===== src/rtl/gfx_pkg.sv =====
// Shared framebuffer geometry, pixel types and rectangle command payload.
package gfx_pkg;

  localparam int unsigned FB_W = 256;
  localparam int unsigned FB_H = 128;

  typedef logic [11:0] color_t;
  typedef logic [7:0]  fb_x_t;
  typedef logic [6:0]  fb_y_t;

  typedef struct packed {
    fb_x_t      x;
    fb_y_t      y;
    logic [8:0] w;
    logic [7:0] h;
    color_t     color;
  } rect_cmd_t;

  typedef enum logic [1:0] {
    IDLE = 2'd0,
    FILL = 2'd1,
    DONE = 2'd2
  } fill_state_t;

endpackage


===== src/rtl/rect_fill_engine.sv =====
// Rectangle fill engine: clips a command to the framebuffer and streams
// one pixel write per accepted cycle in row-major order.
module rect_fill_engine
  import gfx_pkg::*;
(
  input  logic        clk,
  input  logic        rst,
  input  logic        cmd_valid,
  output logic        cmd_ready,
  input  logic [7:0]  cmd_x,
  input  logic [6:0]  cmd_y,
  input  logic [8:0]  cmd_w,
  input  logic [7:0]  cmd_h,
  input  logic [11:0] cmd_color,
  input  logic        fb_ready,
  output logic        we,
  output logic [7:0]  wx,
  output logic [6:0]  wy,
  output logic [11:0] wc,
  output logic        busy,
  output logic        done
);

  fill_state_t state_q, state_d;
  rect_cmd_t   cmd;
  logic [8:0]  sum_x;
  logic [7:0]  sum_y;
  fb_x_t       clip_x, x0_q, x0_d, xl_q, xl_d, wx_d;
  fb_y_t       clip_y, yl_q, yl_d, wy_d;
  color_t      wc_d;
  logic        we_d, done_d, busy_d, ready_d;

  // Clip right/bottom edges of the incoming command (only used on accept).
  always_comb begin
    cmd    = '{x: cmd_x, y: cmd_y, w: cmd_w, h: cmd_h, color: cmd_color};
    sum_x  = 9'(cmd.x) + cmd.w - 9'd1;
    sum_y  = 8'(cmd.y) + cmd.h - 8'd1;
    clip_x = (sum_x > 9'(FB_W - 1)) ? fb_x_t'(FB_W - 1) : sum_x[7:0];
    clip_y = (sum_y > 8'(FB_H - 1)) ? fb_y_t'(FB_H - 1) : sum_y[6:0];
  end

  // Next-state and next-output decode.
  always_comb begin
    state_d = state_q;
    x0_d    = x0_q;
    xl_d    = xl_q;
    yl_d    = yl_q;
    we_d    = we;
    wx_d    = wx;
    wy_d    = wy;
    wc_d    = wc;
    case (state_q)
      IDLE: begin
        if (cmd_valid) begin
          x0_d = cmd.x;
          xl_d = clip_x;
          yl_d = clip_y;
          if (cmd.w == 9'd0 || cmd.h == 8'd0) begin
            state_d = DONE;
          end else begin
            wx_d    = cmd.x;
            wy_d    = cmd.y;
            wc_d    = cmd.color;
            we_d    = 1'b1;
            state_d = FILL;
          end
        end
      end
      FILL: begin
        if (fb_ready) begin
          if (wx < xl_q) begin
            wx_d = wx + 8'd1;
          end else if (wy < yl_q) begin
            wx_d = x0_q;
            wy_d = wy + 7'd1;
          end else begin
            we_d    = 1'b0;
            state_d = DONE;
          end
        end
      end
      DONE:    state_d = IDLE;
      default: state_d = IDLE;
    endcase
    done_d  = (state_d == DONE);
    busy_d  = (state_d != IDLE);
    ready_d = (state_d == IDLE);
  end

  // State and registered outputs; reset aborts any fill in progress.
  always_ff @(posedge clk) begin
    if (rst) begin
      state_q   <= IDLE;
      x0_q      <= '0;
      xl_q      <= '0;
      yl_q      <= '0;
      we        <= 1'b0;
      wx        <= '0;
      wy        <= '0;
      wc        <= '0;
      done      <= 1'b0;
      busy      <= 1'b0;
      cmd_ready <= 1'b1;
    end else begin
      state_q   <= state_d;
      x0_q      <= x0_d;
      xl_q      <= xl_d;
      yl_q      <= yl_d;
      we        <= we_d;
      wx        <= wx_d;
      wy        <= wy_d;
      wc        <= wc_d;
      done      <= done_d;
      busy      <= busy_d;
      cmd_ready <= ready_d;
    end
  end

endmodule

===== config.mk =====
export PLATFORM = sky130hd
export DESIGN_NAME = rect_fill_engine
export DESIGN_NICKNAME = d
export VERILOG_FILES = /design/src/rtl/gfx_pkg.sv /design/src/rtl/rect_fill_engine.sv
export SDC_FILE = /design/constraint.sdc
export NUM_CORES = 1
export LEC_CHECK = 0
export CAP_MARGIN = 40
export CORE_AREA = 10 10 100 102
export CTS_BUF_LIST = sky130_fd_sc_hd__clkbuf_8 sky130_fd_sc_hd__clkbuf_16
export DETAILED_ROUTE_END_ITERATION = 8
export DIE_AREA = 0 0 110 112
export PLACE_DENSITY = 0.78
export SETUP_SLACK_MARGIN = 0.3
export SLEW_MARGIN = 15
export SYNTH_ARGS = -nofsm -noshare
export SYNTH_HDL_FRONTEND = slang
export SYNTH_SLANG_ARGS = --single-unit

===== constraint.sdc =====
create_clock -name clk -period 2.5 [get_ports clk]
set_input_delay 0.25 -clock clk [delete_from_list [all_inputs] [get_ports clk]]
set_output_delay 0.25 -clock clk [all_outputs]
set_load 0.005 [all_outputs]

======== Yosys cells after proc, flatten, opt, wreduce, memory -nomap -nowiden ========
Cells that the tools add are included.
word-level totals
  bits in read-only memories .............. 0
  memories ................................ 0
  RAM bits ................................ 0
  bits in latches ......................... 0
  output and inout port bits .............. 31
  register bits after elaboration ......... 56
  input port bits ......................... 48
  word-level logic and storage cells ...... 69
cells by class
  divide/modulo/power cells ............... 0
  add/subtract/negate cells ............... 6
  eq/ne operators ......................... 9
  bitwise operators ....................... 1
  multipliers ............................. 0
  shift-type cells ........................ 0
  muxes and demuxes ....................... 26
  magnitude comparators ................... 4
  reduce and logical (&&, ||, !) cells .... 12
operator list
  operator                                             count
  2-to-1 mux 8 bit                                     6
  2-to-1 mux 7 bit                                     6
  case mux 8 bit (2 select lines)                      1
  case mux 7 bit (2 select lines)                      1
  != test 2 bit (second input constant)                6
  AND reduction 6 bit                                  2
  2-to-1 mux 2 bit                                     5
  adder 8 x 9 -> 9 bit                                 1
  > comparator 9 x 8 -> 1 bit (second input constant)  1
  logical NOT 9 bit                                    1
  subtractor 9 x 1 -> 9 bit (second input constant)    1
  adder 7 x 8 -> 8 bit                                 1
  adder 8 x 1 -> 8 bit (second input constant)         1
  > comparator 8 x 7 -> 1 bit (second input constant)  1
  logical NOT 8 bit                                    1
  < comparator 8 bit                                   1
  subtractor 8 x 1 -> 8 bit (second input constant)    1
  adder 7 x 1 -> 7 bit (second input constant)         1
  < comparator 7 bit                                   1
  2-to-1 mux 1 bit                                     5
  AND reduction 5 bit                                  1
  logical NOT 2 bit                                    2
  case mux 2 bit (2 select lines)                      1
  nonzero test 2 bit                                   2
  other kinds (8)                                      8

======== Logic depth before layout (Yosys ltp) ========
  depth in word-level cells ............... 6
  gate-level depth with buffers ........... 12
  mapped depth without buffers ............ 12

======== Least setup slack after synthesis ========
No wires, ideal clock.
  path type ............................... in2reg
  start ................................... input port cmd_x[2]
  end ..................................... register xl_q[1]
  stages on the path ...................... 10
  path buffers ............................ 0
  setup time .............................. 0.140 ns
  setup slack ............................. 0.146 ns
  data required time ...................... 2.360 ns
  data arrival time ....................... 2.213 ns
  cells stage by stage .................... inv_1 ha_1 inv_1 ha_1 a211oi_1 o21bai_1 o311a_1 or3_1 a21oi_2 a221oi_1
on the way
  cells in the longest elaborated chain, start to end .. 4
ends and longest elaborated chain
  what                         line                     source
  start, declared              rect_fill_engine.sv:10   input logic [7:0] cmd_x,
  adder 8 x 9 -> 9 bit         rect_fill_engine.sv:36   sum_x = 9'(cmd.x) + cmd.w - 9'd1;
  subtractor 9 x 1 -> 9 bit    rect_fill_engine.sv:36
  > comparator 9 x 8 -> 1 bit  rect_fill_engine.sv:38   clip_x = (sum_x > 9'(FB_W - 1)) ? fb_x_t'(FB_W - 1) : sum_x[7:0];
  2-to-1 mux 8 bit             rect_fill_engine.sv:38
  end signal, assigned         rect_fill_engine.sv:107  xl_q <= xl_d;
  end, declared                rect_fill_engine.sv:28   fb_x_t clip_x, x0_q, x0_d, xl_q, xl_d, wx_d;
Every way passes these cells.
A chain may end at the register's enable or synchronous reset.

======== Worst setup path in the final report ========
  start ................................... input port cmd_y[2]
  end ..................................... register yl_q[6]
on the way
  cells in the longest elaborated chain, start to end .. 4
ends and longest elaborated chain
  what                           line                     source
  start, declared                rect_fill_engine.sv:11   input logic [6:0] cmd_y,
  adder 7 x 8 -> 8 bit (*)       rect_fill_engine.sv:37   sum_y = 8'(cmd.y) + cmd.h - 8'd1;
  subtractor 8 x 1 -> 8 bit (*)  rect_fill_engine.sv:37
  > comparator 8 x 7 -> 1 bit    rect_fill_engine.sv:39   clip_y = (sum_y > 8'(FB_H - 1)) ? fb_y_t'(FB_H - 1) : sum_y[6:0];
  2-to-1 mux 7 bit (*)           rect_fill_engine.sv:39
  end signal, assigned           rect_fill_engine.sv:108  yl_q <= yl_d;
  end, declared                  rect_fill_engine.sv:29   fb_y_t clip_y, yl_q, yl_d, wy_d;
Every way passes the cells marked *; elsewhere a longest branch is shown, timed or not.

==> impl_metrics.toml <==
[route]
detail-route-antenna-nets = 0
dr.pass1.iters = 4
drt_iter0_drc = 161
totalWireLength_um = 11520
avgViaCountPerCell = 5.428
wl_per_cell_um = 16.85
drc = 0
vias = 3713

[die]
die_h_um = 112
coreArea_um2 = 8051
die_area_um2 = 12320
initial_core_util_pct = 45.21
pin_count = 79
fp-row-count = 33
die_w_um = 110

[setup_path]
cp.arrival_ns = 2.40
endpoint_kind = "register"
max_stage_delay_ns = 0.28
path_cells = "dlygate4sd2_1 > inv_2 > ha_4 > inv_1 > ha_4 > nor2b_4 > o31a_1 > o21a_1 > o211ai_1 > buf_4 > nand2_8 > a221oi_2"
startpoint_type = "input pin"
startpoint = "cmd_y[2]"
worstSetupPathType = "input pin to register"
cp_num_buf_inv = 4
cpMostUsedCell = "ha_4"
cp_max_fo = 6
r2r_start = "xl_q[1]$_SDFFE_PP0P_"
crit_family = "compound AO/OA/AOI/OAI gates"
crit_required_ns = 2.72
slowest_stage = "o31a_1"

[pwr]
peakVddDrop_v = 0.0004415
p_per_area_nw_per_um2 = 571.4
p_leak_nw = 2.341

[finish]
final_cells = 684
nNetsFinal = 671
area_delta_synth_final_pct = 49.43
fillers = 640
multi_input_area_um2 = 2577
regArea_um2 = 1126
drive_above_1_share_pct = 29.19
finish.instance_area_um2 = 5439
antenna_cells = 0

[synthesis]
synth_fa_ha_area_share_pct = 15.88
yosysWarnings = 0
synth-xor-area-share_pct = 3.850
yosysSeqAreaShare_pct = 30.80
synth-simple-area-share_pct = 16.40
avgSynthCellArea_um2 = 7.912
synth_top_family_by_area = "compound AO/OA/AOI/OAI gates"
synth_edf_count = 0
syn_area_um2 = 3640
ys_seq_elements = 56
synth_compound_area_share_pct = 21.97
synthesis.instances = 460
synth_nets = 553
ys_types = 48
synth_ff_type = "dfxtp_1"
async_reset_ff_share_pct = 0
synth_mux_area_share_pct = 0.2750

[timing]
fmax_ghz = 0.4589
finalCritPeriodShare_pct = 87.17
layout_min_cycle_time_ns = 2.179
setup_viol = 0
hold_viol_final = 0
slew_viol_final = 0
skew_ns = 0.01300
worst_pin_slew_ns = 0.5523
relSlewSlack_pct = 63.10
rsz0062_at_grt = "true"

[place]
placedCellCount = 667
place_area_um2 = 4896
place.gp.congestion = 0.8639
hpwl_um = 8221
io_buffers = 78

[clock_tree]
cts_hold_buffers = 0
cts.sinks = 56
cts_buffers = 5
cts-root-buf = "clkbuf_8"
clockBufferDepth = 2
clk_latency_ns = 0.31
cts_tree = "done"
htree_levels = 2
clk_pin_slew_ns = 0.11

[grt]
grt_max_degree = 40
grt_remaining_overflow = 0
grt_pass1_vias = 3888
grt_usage_pct = 17.91
grt_pass1_wl_um = 18110
grt_antenna_before_repair = 0

[min_path]
min_from = "cmd_x[2]"
hold_class = "input pin to register"

[flow_run]
cap_violations = 0

[status]
outcome = "completed"
## metal layers
metal / vias up / GRT usage (%) / share of wire (%) / wire, um
met5: - / 0 / 0 / 0
met4: 0 / 5.816 / 2.8 / 327
met3: 31 / 6.171 / 8.2 / 949
met2: 111 / 31.12 / 49 / 5616
met1: 1753 / 19.64 / 40 / 4630
li1: 1818 / - / - / -
## sequential cells by signal, summed over array words and instances (netlist names)
register	flops
wc	12
wx	8
x0_q	8
xl_q	8
wy	7
yl_q	7
state_q	2
busy	1
cmd_ready	1
done	1
we	1
## cell usage after synthesis, types with 3 or more instances
| cell type | n | area (um2) |
|---|---|---|
| o21a_1 | 3 | 22.52 |
| inv_1 | 78 | 292.8 |
| a311oi_1 | 6 | 52.55 |
| nor3_1 | 10 | 50.05 |
| xor2_1 | 11 | 96.34 |
| buf_6 | 3 | 33.78 |
| ha_1 | 43 | 538.0 |
| nand2_1 | 47 | 176.4 |
| nor2b_1 | 3 | 18.77 |
| clkbuf_1 | 16 | 60.06 |
| xnor2_1 | 5 | 43.79 |
| dfxtp_1 | 56 | 1121 |
| a21o_1 | 6 | 45.04 |
| a221oi_1 | 12 | 105.1 |
| a211oi_1 | 12 | 90.09 |
| nor4_1 | 3 | 18.77 |
| o21ai_0 | 6 | 30.03 |
| nand2b_1 | 5 | 31.28 |
| nand4_1 | 4 | 25.02 |
| nor2_1 | 28 | 105.1 |
| a21oi_1 | 41 | 205.2 |
| o21ai_1 | 7 | 35.03 |
| and3_1 | 7 | 43.79 |
| nand3_1 | 9 | 45.04 |
| nor3b_1 | 3 | 22.52 |
| o21bai_1 | 3 | 22.52 |
## area by class of cell
type                       count  share of cell area, %
clock buffer                   5                  1.265
tap                          105                  2.415
timing repair buffer         131                  21.79
inverter                      78                  5.659
multi-input combinational    306                  47.39
sequential                    56                  20.70
clock inverter                 3                 0.7821
## final timing paths
| check | cells past startpoint | slack [ns] | endpoint |
|---|---|---|---|
| worst max-delay path | 12 | 0.32 | yl_q[6]$_SDFFE_PP0P_ |
| worst min register to register | 2 | 0.46 | wc[10]$_SDFFE_PP0P_ |
| worst max register to register | 7 | 0.34 | wx[0]$_SDFFE_PP0P_ |
| worst min-delay path | 3 | 0.18 | x0_q[2]$_SDFFE_PP0P_ |
## placed cells by master, fill, tap and decap left out, drive strengths merged, types with 2 or more instances in the layout
| cell type | Yosys | routed |
|---|---|---|
| a211o | 2 | 2 |
| a211oi | 14 | 14 |
| a21o | 6 | 6 |
| a21oi | 43 | 43 |
| a221oi | 12 | 12 |
| a22oi | 2 | 2 |
| a311oi | 6 | 6 |
| a31oi | 3 | 3 |
| and2 | 2 | 2 |
| and3 | 7 | 7 |
| buf | 4 | 62 |
| clkbuf | 16 | 8 |
| clkdlybuf4s15 | 0 | 5 |
| clkdlybuf4s50 | 0 | 52 |
| dfxtp | 56 | 56 |
| dlygate4sd2 | 0 | 8 |
| fa | 2 | 2 |
| ha | 43 | 43 |
| inv | 78 | 80 |
| nand2 | 47 | 47 |
| nand2b | 5 | 5 |
| nand3 | 9 | 9 |
| nand4 | 4 | 4 |
| nor2 | 28 | 28 |
| nor2b | 3 | 3 |
| nor3 | 10 | 10 |
| nor3b | 3 | 3 |
| nor4 | 3 | 3 |
| o21a | 3 | 3 |
| o21ai | 13 | 13 |
| o21bai | 3 | 3 |
| o311a | 2 | 2 |
| o32ai | 2 | 2 |
| or2 | 4 | 4 |
| xnor2 | 5 | 5 |
| xor2 | 11 | 11 |
## metrics by stage
stage | setup slack [ns] | utilization [%] | hold slack, ns | TNS [ns] | power (mW)
CTS | 0.3004 | 65.83 | 0.1790 | 0 | 2.953
detailed placement | -0.4371 | 60.81 | 0.4488 | -6.331 | 2.244
global placement | -0.3700 | 60.81 | 0.4417 | -5.245 | 2.194
finish | 0.3208 | 67.55 | 0.1788 | 0 | 3.108
floorplan | 0.2756 | - | 0.3860 | 0 | 1.793
global route | 0.2621 | 67.55 | 0.1698 | 0 | 3.286
## power breakdown
part	leakage (nW)	internal, mW	switching (mW)
sequential	0.464	0.994	0.0813
clock	0.0599	0.299	0.304
combinational	1.82	0.716	0.713
total	2.34	2.01	1.10
## kinds of logic after synthesis
logic type      after synthesis
fa+ha+maj                    45
simple gates                128
buf+inv                      98
mux                           1
flops                        56
xor+xnor                     16
compound gates              116
## timing repair
action	CTS	global route
endpoints found under the setup margin	22	32
resized for setup	118	36
gates cloned	0	1
buffers inserted	6	2
pin swaps	28	19
## worst reg2reg max path, stage by stage (launching register included)
cell and delay, ns:
dfxtp_2 0.33, inv_2 0.09, ha_4 0.20, a2111o_1 0.39, a211o_4 0.39, buf_12 0.16, o311a_1 0.37, a211oi_2 0.17
Note: power is estimated with default switching activity, not from simulation.
